[src/rtl/alu_if.sv]
// Operand/result bundle between the execute-stage driver and the ALU.
// The master drives operands and the capture enable; the slave returns the registered result and flags.
interface alu_if #(
  parameter int unsigned WIDTH = 32
);
  logic             en;
  logic [2:0]       alucontrol;
  logic [WIDTH-1:0] x;
  logic [WIDTH-1:0] y;
  logic [WIDTH-1:0] result;
  logic             zero;
  logic             carry;
  logic             overflow;
  logic             valid;

  modport master (
    output en, alucontrol, x, y,
    input  result, zero, carry, overflow, valid
  );

  modport slave (
    input  en, alucontrol, x, y,
    output result, zero, carry, overflow, valid
  );
endinterface

[src/rtl/alu.sv]
// MIPS execute-stage ALU with a one-cycle registered result and branch/SLT status flags.
// Defining ALU_FLAGS_EN builds the zero/carry/overflow flags; otherwise those outputs are tied to 0.
module alu #(
  parameter int unsigned WIDTH = 32
) (
  input logic  clk,
  input logic  rst_n,
  alu_if.slave bus
);

  logic             sub;
  logic [WIDTH-1:0] b;
  logic [WIDTH:0]   sum;
  logic             ovf;
  logic [WIDTH-1:0] res_d;
  logic [WIDTH-1:0] result_q;
  logic             valid_q;

  // One shared adder serves ADD, SUB and SLT; subtraction is x + ~y + 1.
  always_comb begin
    sub = (bus.alucontrol == 3'b110) || (bus.alucontrol == 3'b111);
    b   = sub ? ~bus.y : bus.y;
    sum = {1'b0, bus.x} + {1'b0, b} + {{WIDTH{1'b0}}, sub};
    ovf = (bus.x[WIDTH-1] == b[WIDTH-1]) & (sum[WIDTH-1] != bus.x[WIDTH-1]);
  end

  always_comb begin
    res_d = '0;
    unique case (bus.alucontrol)
      3'b000:  res_d = bus.x & bus.y;
      3'b001:  res_d = bus.x | bus.y;
      3'b010:  res_d = sum[WIDTH-1:0];
      3'b011:  res_d = bus.x ^ bus.y;
      3'b100:  res_d = bus.x & ~bus.y;
      3'b101:  res_d = bus.x | ~bus.y;
      3'b110:  res_d = sum[WIDTH-1:0];
      // Sign of the difference corrected by overflow gives a true signed less-than.
      3'b111:  res_d = {{(WIDTH-1){1'b0}}, sum[WIDTH-1] ^ ovf};
      default: res_d = '0;
    endcase
  end

  always_ff @(posedge clk or negedge rst_n) begin
    if (!rst_n) begin
      result_q <= '0;
      valid_q  <= 1'b0;
    end else begin
      valid_q <= bus.en;
      if (bus.en) begin
        result_q <= res_d;
      end
    end
  end

  assign bus.result = result_q;
  assign bus.valid  = valid_q;

`ifdef ALU_FLAGS_EN
  logic arith;
  logic zero_q;
  logic carry_q;
  logic overflow_q;

  assign arith = (bus.alucontrol == 3'b010) || (bus.alucontrol == 3'b110);

  always_ff @(posedge clk or negedge rst_n) begin
    if (!rst_n) begin
      zero_q     <= 1'b1;
      carry_q    <= 1'b0;
      overflow_q <= 1'b0;
    end else if (bus.en) begin
      zero_q     <= (res_d == '0);
      carry_q    <= arith & sum[WIDTH];
      overflow_q <= arith & ovf;
    end
  end

  assign bus.zero     = zero_q;
  assign bus.carry    = carry_q;
  assign bus.overflow = overflow_q;
`else
  logic unused_carry;
  assign unused_carry = sum[WIDTH];

  assign bus.zero     = 1'b0;
  assign bus.carry    = 1'b0;
  assign bus.overflow = 1'b0;
`endif

endmodule

[src/flat_wrapper.sv]
// flat-port wrapper written by rule: the top's interface ports become plain ports
module alu_flat 
#(
  parameter int unsigned WIDTH = 32
)
  (clk, rst_n, bus_en, bus_alucontrol, bus_x, bus_y, bus_result, bus_zero, bus_carry, bus_overflow, bus_valid);
  alu_if #(.WIDTH(WIDTH)) bus_i ();
  input logic clk;
  input logic rst_n;
  input wire logic [$bits(bus_i.en)-1:0] bus_en;
  input wire logic [$bits(bus_i.alucontrol)-1:0] bus_alucontrol;
  input wire logic [$bits(bus_i.x)-1:0] bus_x;
  input wire logic [$bits(bus_i.y)-1:0] bus_y;
  output wire logic [$bits(bus_i.result)-1:0] bus_result;
  output wire logic [$bits(bus_i.zero)-1:0] bus_zero;
  output wire logic [$bits(bus_i.carry)-1:0] bus_carry;
  output wire logic [$bits(bus_i.overflow)-1:0] bus_overflow;
  output wire logic [$bits(bus_i.valid)-1:0] bus_valid;
  assign bus_i.en = bus_en;
  assign bus_i.alucontrol = bus_alucontrol;
  assign bus_i.x = bus_x;
  assign bus_i.y = bus_y;
  assign bus_result = bus_i.result;
  assign bus_zero = bus_i.zero;
  assign bus_carry = bus_i.carry;
  assign bus_overflow = bus_i.overflow;
  assign bus_valid = bus_i.valid;
  alu #(.WIDTH(WIDTH)) u_core (.clk(clk), .rst_n(rst_n), .bus(bus_i));
endmodule
[config.mk]
export PLATFORM = sky130hd
export DESIGN_NAME = alu_flat
export DESIGN_NICKNAME = d
export VERILOG_FILES = /design/src/rtl/alu_if.sv /design/src/rtl/alu.sv /design/src/flat_wrapper.sv
export SDC_FILE = /design/constraint.sdc
export NUM_CORES = 1
export LEC_CHECK = 0
export ABC_AREA = 1
export CELL_PAD_IN_SITES_DETAIL_PLACEMENT = 0
export CELL_PAD_IN_SITES_GLOBAL_PLACEMENT = 2
export CORE_MARGIN = 4
export CORE_UTILIZATION = 27
export DETAILED_ROUTE_END_ITERATION = 10
export PLACE_DENSITY = 0.88
export SLEW_MARGIN = 20
export SYNTH_ARGS = -nofsm -noshare
export SYNTH_HDL_FRONTEND = slang
export SYNTH_SLANG_ARGS = --single-unit
[constraint.sdc]
create_clock -name clk -period 1 [get_ports clk]
set_input_delay 0.2 -clock clk [delete_from_list [all_inputs] [get_ports clk]]
set_output_delay 0.2 -clock clk [all_outputs]
set_load 0.005 [all_outputs]
Word level (Yosys, flattened, before mapping)
Cells that the tools add are included.
W data, S select, Z words.
- input port bits: 70
- output and inout bits: 36
- flip-flop bits (word level): 33
- word-level logic and storage cells: 26
- add/subtract/negate cells: 2
- eq/ne operators: 9
- mux-type cells: 2
- bitwise logic cells: 8
- reductions and logical operators: 3
- operator list (operator ; number):
    $pmux W32 S7 ; 1
    $and A32 B32 Y32 ; 2
    $or A32 B32 Y32 ; 2
    $add A32 B1 Y32 ; 1
    $add A32 B32 Y32 ; 1
    $mux W32 ; 1
    $not A32 Y32 ; 1
    $xor A32 B32 Y32 ; 1
    $eq A3 B3 Y1 const B ; 4
    $eq A3 B2 Y1 const B ; 2
    $eq A3 B1 Y1 const B ; 1
    $logic_not A3 Y1 ; 1
    $reduce_or A2 Y1 ; 1
    $and A1 B1 Y1 ; 1
    $eq A1 B1 Y1 ; 1
    $logic_or A1 B1 Y1 ; 1
    $ne A1 B1 Y1 ; 1
    $xor A1 B1 Y1 ; 1

Longest topological paths before layout
Gate-level depths: netlist of the first run.
- depth after elaboration: 9
- depth in mapped cells: 21
- gate-level depth less buffers: 20

Least setup slack after synthesis of the first run
Ideal clock, no wire load.
- kind: in2reg
- start: in bus_alucontrol[2]
- end: reg u_core.result_q[30] (netlist: u_core.bus.result[30])
- path buffers: 2
- stages: 19
- data required time: 0.883 ns
- arrival time: 2.240 ns
- setup time: 0.117 ns
- slack: -1.356 ns
- cell sequence: buf_6 buf_4 xor2_1 a21boi_0 fa_1 inv_1 nand3_1 nand2_2 nand2_1 nand2_1 nand3_1 nand2_1 nand2_1 nand2_1 nand2_1 nand3_1 nand2_1 nand2_1 nand2_1
- word-level cells in the longest chain between the ends: 6
- elaborated cells on any way between the ends: 14
- those cells by class: add/sub: 2; eq/ne: 7; mux: 2; reduce/logical: 3
- RTL lines (item ; RTL line ; RTL):
    start: declaration ; flat_wrapper.sv:11 ; input wire logic [$bits(bus_i.alucontrol)-1:0] bus_alucontrol;
    $eq A3 B3 Y1 ; alu.sv:21, alu.sv:29 ;
    $logic_or A1 B1 Y1 ; alu.sv:21 ; sub = (bus.alucontrol == 3'b110) || (bus.alucontrol == 3'b111);
    $mux W32 ; alu.sv:22 ; b = sub ? ~bus.y : bus.y;
    $add A32 B32 Y32 ; alu.sv:23 ; sum = {1'b0, bus.x} + {1'b0, b} + {{WIDTH{1'b0}}, sub};
    $add A32 B1 Y32 ; alu.sv:23 ;
    $pmux W32 S7 * ; alu.sv:29 ; unique case (bus.alucontrol)
    end signal: assignment ; alu.sv:50 ; result_q <= res_d;
    end: declaration ; alu.sv:16 ; logic [WIDTH-1:0] result_q;
Every way passes the cells marked *; elsewhere a longest branch is shown, timed or not.
A chain may end at the register's enable or synchronous reset.

Worst setup path after layout of the first run
- start: in bus_alucontrol[2]
- end: reg u_core.result_q[29] (netlist: u_core.bus.result[29])
The elaborated chain is that of the path after synthesis.

==> results.sh, run 1 <==
export IMPL_status="complete, but fails checks"
export IMPL_violations="setup timing"
export IMPL_r2r_setup_slack_ns=0.02
export IMPL_initial_core_util=0.278
export IMPL_finalSetupViolCount=48
export IMPL_grt_start_max_net_pins=34
export IMPL_reg2reg_to="u_core.bus.result[4]$_DFFE_PN0P_"
export IMPL_routed_wl_um=27100
export IMPL_synth_area_sq_mm=0.00546
export IMPL_cts_sinks=33
export IMPL_dr_pass1_iters=5
export IMPL_synth_top_area_frac=0.211
export IMPL_fin_total_pwr_mw=11.0
export IMPL_synthCells=945
export IMPL_drive_above_1_share=0.510
export IMPL_synth_seq_cells=33
export IMPL_pre_cts_ws_ns=-1.98
export IMPL_critical_path_max_stage_delay_ns=0.34
export IMPL_fin_cells=1592
export IMPL_finalCriticalPeriod_ns=2.19
export IMPL_grt_use_total=0.231
export IMPL_synth_enable_flop_cells=0
export IMPL_h_tree_depth=2
export IMPL_clkTransAtPathRegs_ns=0.07
export IMPL_fp_coreArea_sq_mm=0.0197
export IMPL_placed_cells=1489
export IMPL_synthTopCellsByArea="nand2_1, dfrtp_1, ha_1, inv_1, o21ai_0"
export IMPL_synth_avg_cell_area_sq_um=5.78
export IMPL_critPathKind="input port to flop"
export IMPL_place_hpwl_um=19800
export IMPL_drcViolationCount=0
export IMPL_vdd_drop_max_uv=696
export IMPL_critPathRequiredTime_ns=1.19
export IMPL_rows=51
export IMPL_antenna_found_initial=0
export IMPL_globalplace_congestion=0.959
export IMPL_nets=1428
export IMPL_fin_skew_ns=0
export IMPL_chipHeight_um=150
export IMPL_synth_warnings=0
export IMPL_ys_seq_area_frac=0.151
export IMPL_netlist_cell_type_count=50
export IMPL_dominantRegCellSynth="dfrtp_1"
export IMPL_cts_buffer_depth=2
export IMPL_grt_pass1_vias=7682
export IMPL_drv_slew=0
export IMPL_setup_ws_ns=-1.19
export IMPL_critPathArrivalTime_ns=2.38
export IMPL_ys_async_sr_fraction=1.00
export IMPL_vias_per_cell=4.84
export IMPL_die_area_sq_mm=0.0226
export IMPL_wl_per_cell_um=17.0
export IMPL_overflow=0
export IMPL_ant_nets=0
export IMPL_clk_latency_ns=0.30
export IMPL_critical_path_buf_inv_count=5
export IMPL_io_pins=106
export IMPL_diodes=0
export IMPL_port_buffers=102
export IMPL_cts_tree="done"
export IMPL_startpoint_type="input port"
export IMPL_end_kind="flop"
export IMPL_rsz0062_at_grt="yes"
export IMPL_fmax_mhz=456
export IMPL_cts_made_buffers=5
export IMPL_max_cap_violations=0
export IMPL_die_x_um=150
export IMPL_slowest_stage="ha_4"
export IMPL_r2r_start="u_core.bus.result[4]$_DFFE_PN0P_"
export IMPL_fin_crit_sh=2.19
export IMPL_whs_ns=0.395
export IMPL_static_leakage_power_nw=5.45
export IMPL_yosys_area_top_type="nand2_1"
export IMPL_powerDensity_mw_per_mm2=995
export IMPL_worstPathMaxFanout=5
export IMPL_vias=7700
export IMPL_grt_pass1_wl_um=40600
export IMPL_cp_cell_sequence="buf_12 > buf_12 > buf_6 > xor2_2 > nand2_1 > o21ai_2 > ha_4 > nand2_4 > nor2_4 > nand2_2 > clkinv_2 > nand3_2 > nand2_4 > nand2_4 > nand2_1 > nand2_1 > nand3_1 > nand3_1 > nand2_1 > inv_1"
export IMPL_hold_class="input port to async pin"
export IMPL_r2r_cells=3
export IMPL_dr_first_iter_drc_count=310
export IMPL_crit_family="simple AND/OR/NAND/NOR gates"
export IMPL_synthToLayoutAreaGrowth_pct=102
export IMPL_hold_viol_final=0
export IMPL_cpMostUsedCell="nand2_1"
export IMPL_cts_root_buf="clkbuf_16"
[where the power goes]
part | total [mW] | internal (mW) | switching [mW]
sequential | 1.64 | 1.53 | 0.111
combinational | 7.59 | 3.70 | 3.89
clock | 1.74 | 1.06 | 0.682
total | 11.0 | 6.29 | 4.68
[layout by cell type (no fill, tap or decap), types with 16 or more instances in the layout]
cell type and instances:
buf_4 255, nand2_1 217, inv_1 90, nand2_2 60, a21oi_1 36, clkdlybuf4s50_1 35
o21ai_0 34, buf_2 34, dfrtp_1 33, nor2_1 32, nand2_4 31, o21ai_1 30
buf_6 30, a21oi_2 28, nand3_1 25, nand3_2 25, dlygate4sd2_1 22, inv_2 19
xor2_1 18, o21ai_2 18, nor2_4 18, nor2_2 16, or2_2 16
[timing repair]
action / CTS / global route
hold buffers: 1 / 0
endpoints found under the setup margin: 65 / 64
gates cloned: 4 / 0
buffers inserted: 58 / 40
hold endpoints to repair: 33 / 0
pin swaps: 108 / 113
gates resized for setup: 431 / 176
[flip-flops by register name, summed over array words and instances, names as in the netlist]
register,cells
u_core.bus.result,32
u_core.bus.valid,1
[cell type report]
cell class	count	area, sq um
fillers	1874	8630
multi-input cells	764	5780
repair buffers	405	3460
flip-flops and latches	33	826
inverters	117	458
well taps	265	332
clock buffers	7	153
clock inverters	1	5.00
[cell families (layout without fill, tap and decap cells)]
family          Yosys count  count (layout)  share of synthesized area
flops                    33              33                      0.151
simple gates            474             474                      0.368
xor+xnor                 53              53                     0.0850
fa+ha+maj                32              32                     0.0747
other cells               1               3                   0.000686
compound gates          202             202                      0.210
buf+inv                 150             530                      0.111
[metal layers]
metal / share of wire / vias up / track usage
met5: 0 / - / 0
met3: 0.036 / 53 / 0.0334
li1: - / 3839 / -
met4: 0.035 / 0 / 0.0640
met2: 0.51 / 168 / 0.424
met1: 0.42 / 3640 / 0.280
[synthesized netlist by cell type (4+ instances only)]
master      n
or2_2      16
clkbuf_1   14
buf_2       8
xnor2_1    21
o21ai_0    77
o21ai_1    11
xor2_1     32
nor2_1     63
nand2_2     6
a21oi_1    72
o311a_1    11
inv_2      11
a32oi_1     4
a31oi_1     7
ha_1       31
buf_4       7
nor3_1      5
dfrtp_1    33
nand2_1   307
nand4_1     6
o211ai_1    5
nand3_1    53
inv_1     103
[worst min-delay path, cell delays in order]
cell and delay, ns:
dlygate4sd3_1 0.52, buf_2 0.12, buf_12 0.22
[worst max-delay path by stage]
| stage | cells past startpoint | startpoint | to | slack (ns) |
|---|---|---|---|---|
| 6_report | 20 | bus_alucontrol[2] | u_core.bus.result[29]$_DFFE_PN0P_ | -1.19 |
| 3_3_place_gp | 16 | bus_alucontrol[1] | u_core.bus.result[16]$_DFFE_PN0P_ | -2.01 |
| 5_1_grt | 20 | bus_alucontrol[2] | u_core.bus.result[29]$_DFFE_PN0P_ | -1.33 |
| 4_1_cts | 24 | bus_alucontrol[1] | u_core.bus.result[31]$_DFFE_PN0P_ | -1.14 |
| 2_1_floorplan | 16 | bus_alucontrol[2] | u_core.bus.result[26]$_DFFE_PN0P_ | -1.11 |
| 3_5_place_dp | 16 | bus_alucontrol[1] | u_core.bus.result[16]$_DFFE_PN0P_ | -1.98 |
[per-stage QoR]
stage / setup TNS (ns) / area, sq um / utilization
global placement: -58.33 / 8480 / 0.432
CTS: -33.76 / 10000 / 0.511
finish: -33.39 / 11000 / 0.561
floorplan: -32.42 / 5700 / -
detailed placement: -59.38 / 8480 / 0.432
global route: -37.85 / 11000 / 0.561
Power figures use the tool's default switching activity.
==> inputs of run 2 (changes only) <==
--- a/config.mk
+++ b/config.mk
@@ -12,7 +12,6 @@
 export CORE_UTILIZATION = 27
 export DETAILED_ROUTE_END_ITERATION = 10
 export PLACE_DENSITY = 0.88
-export SLEW_MARGIN = 20
 export SYNTH_ARGS = -nofsm -noshare
 export SYNTH_HDL_FRONTEND = slang
 export SYNTH_SLANG_ARGS = --single-unit
==> results of run 2 <==
Same layout as run 1: the final DEF is identical, and so are final timing and power.
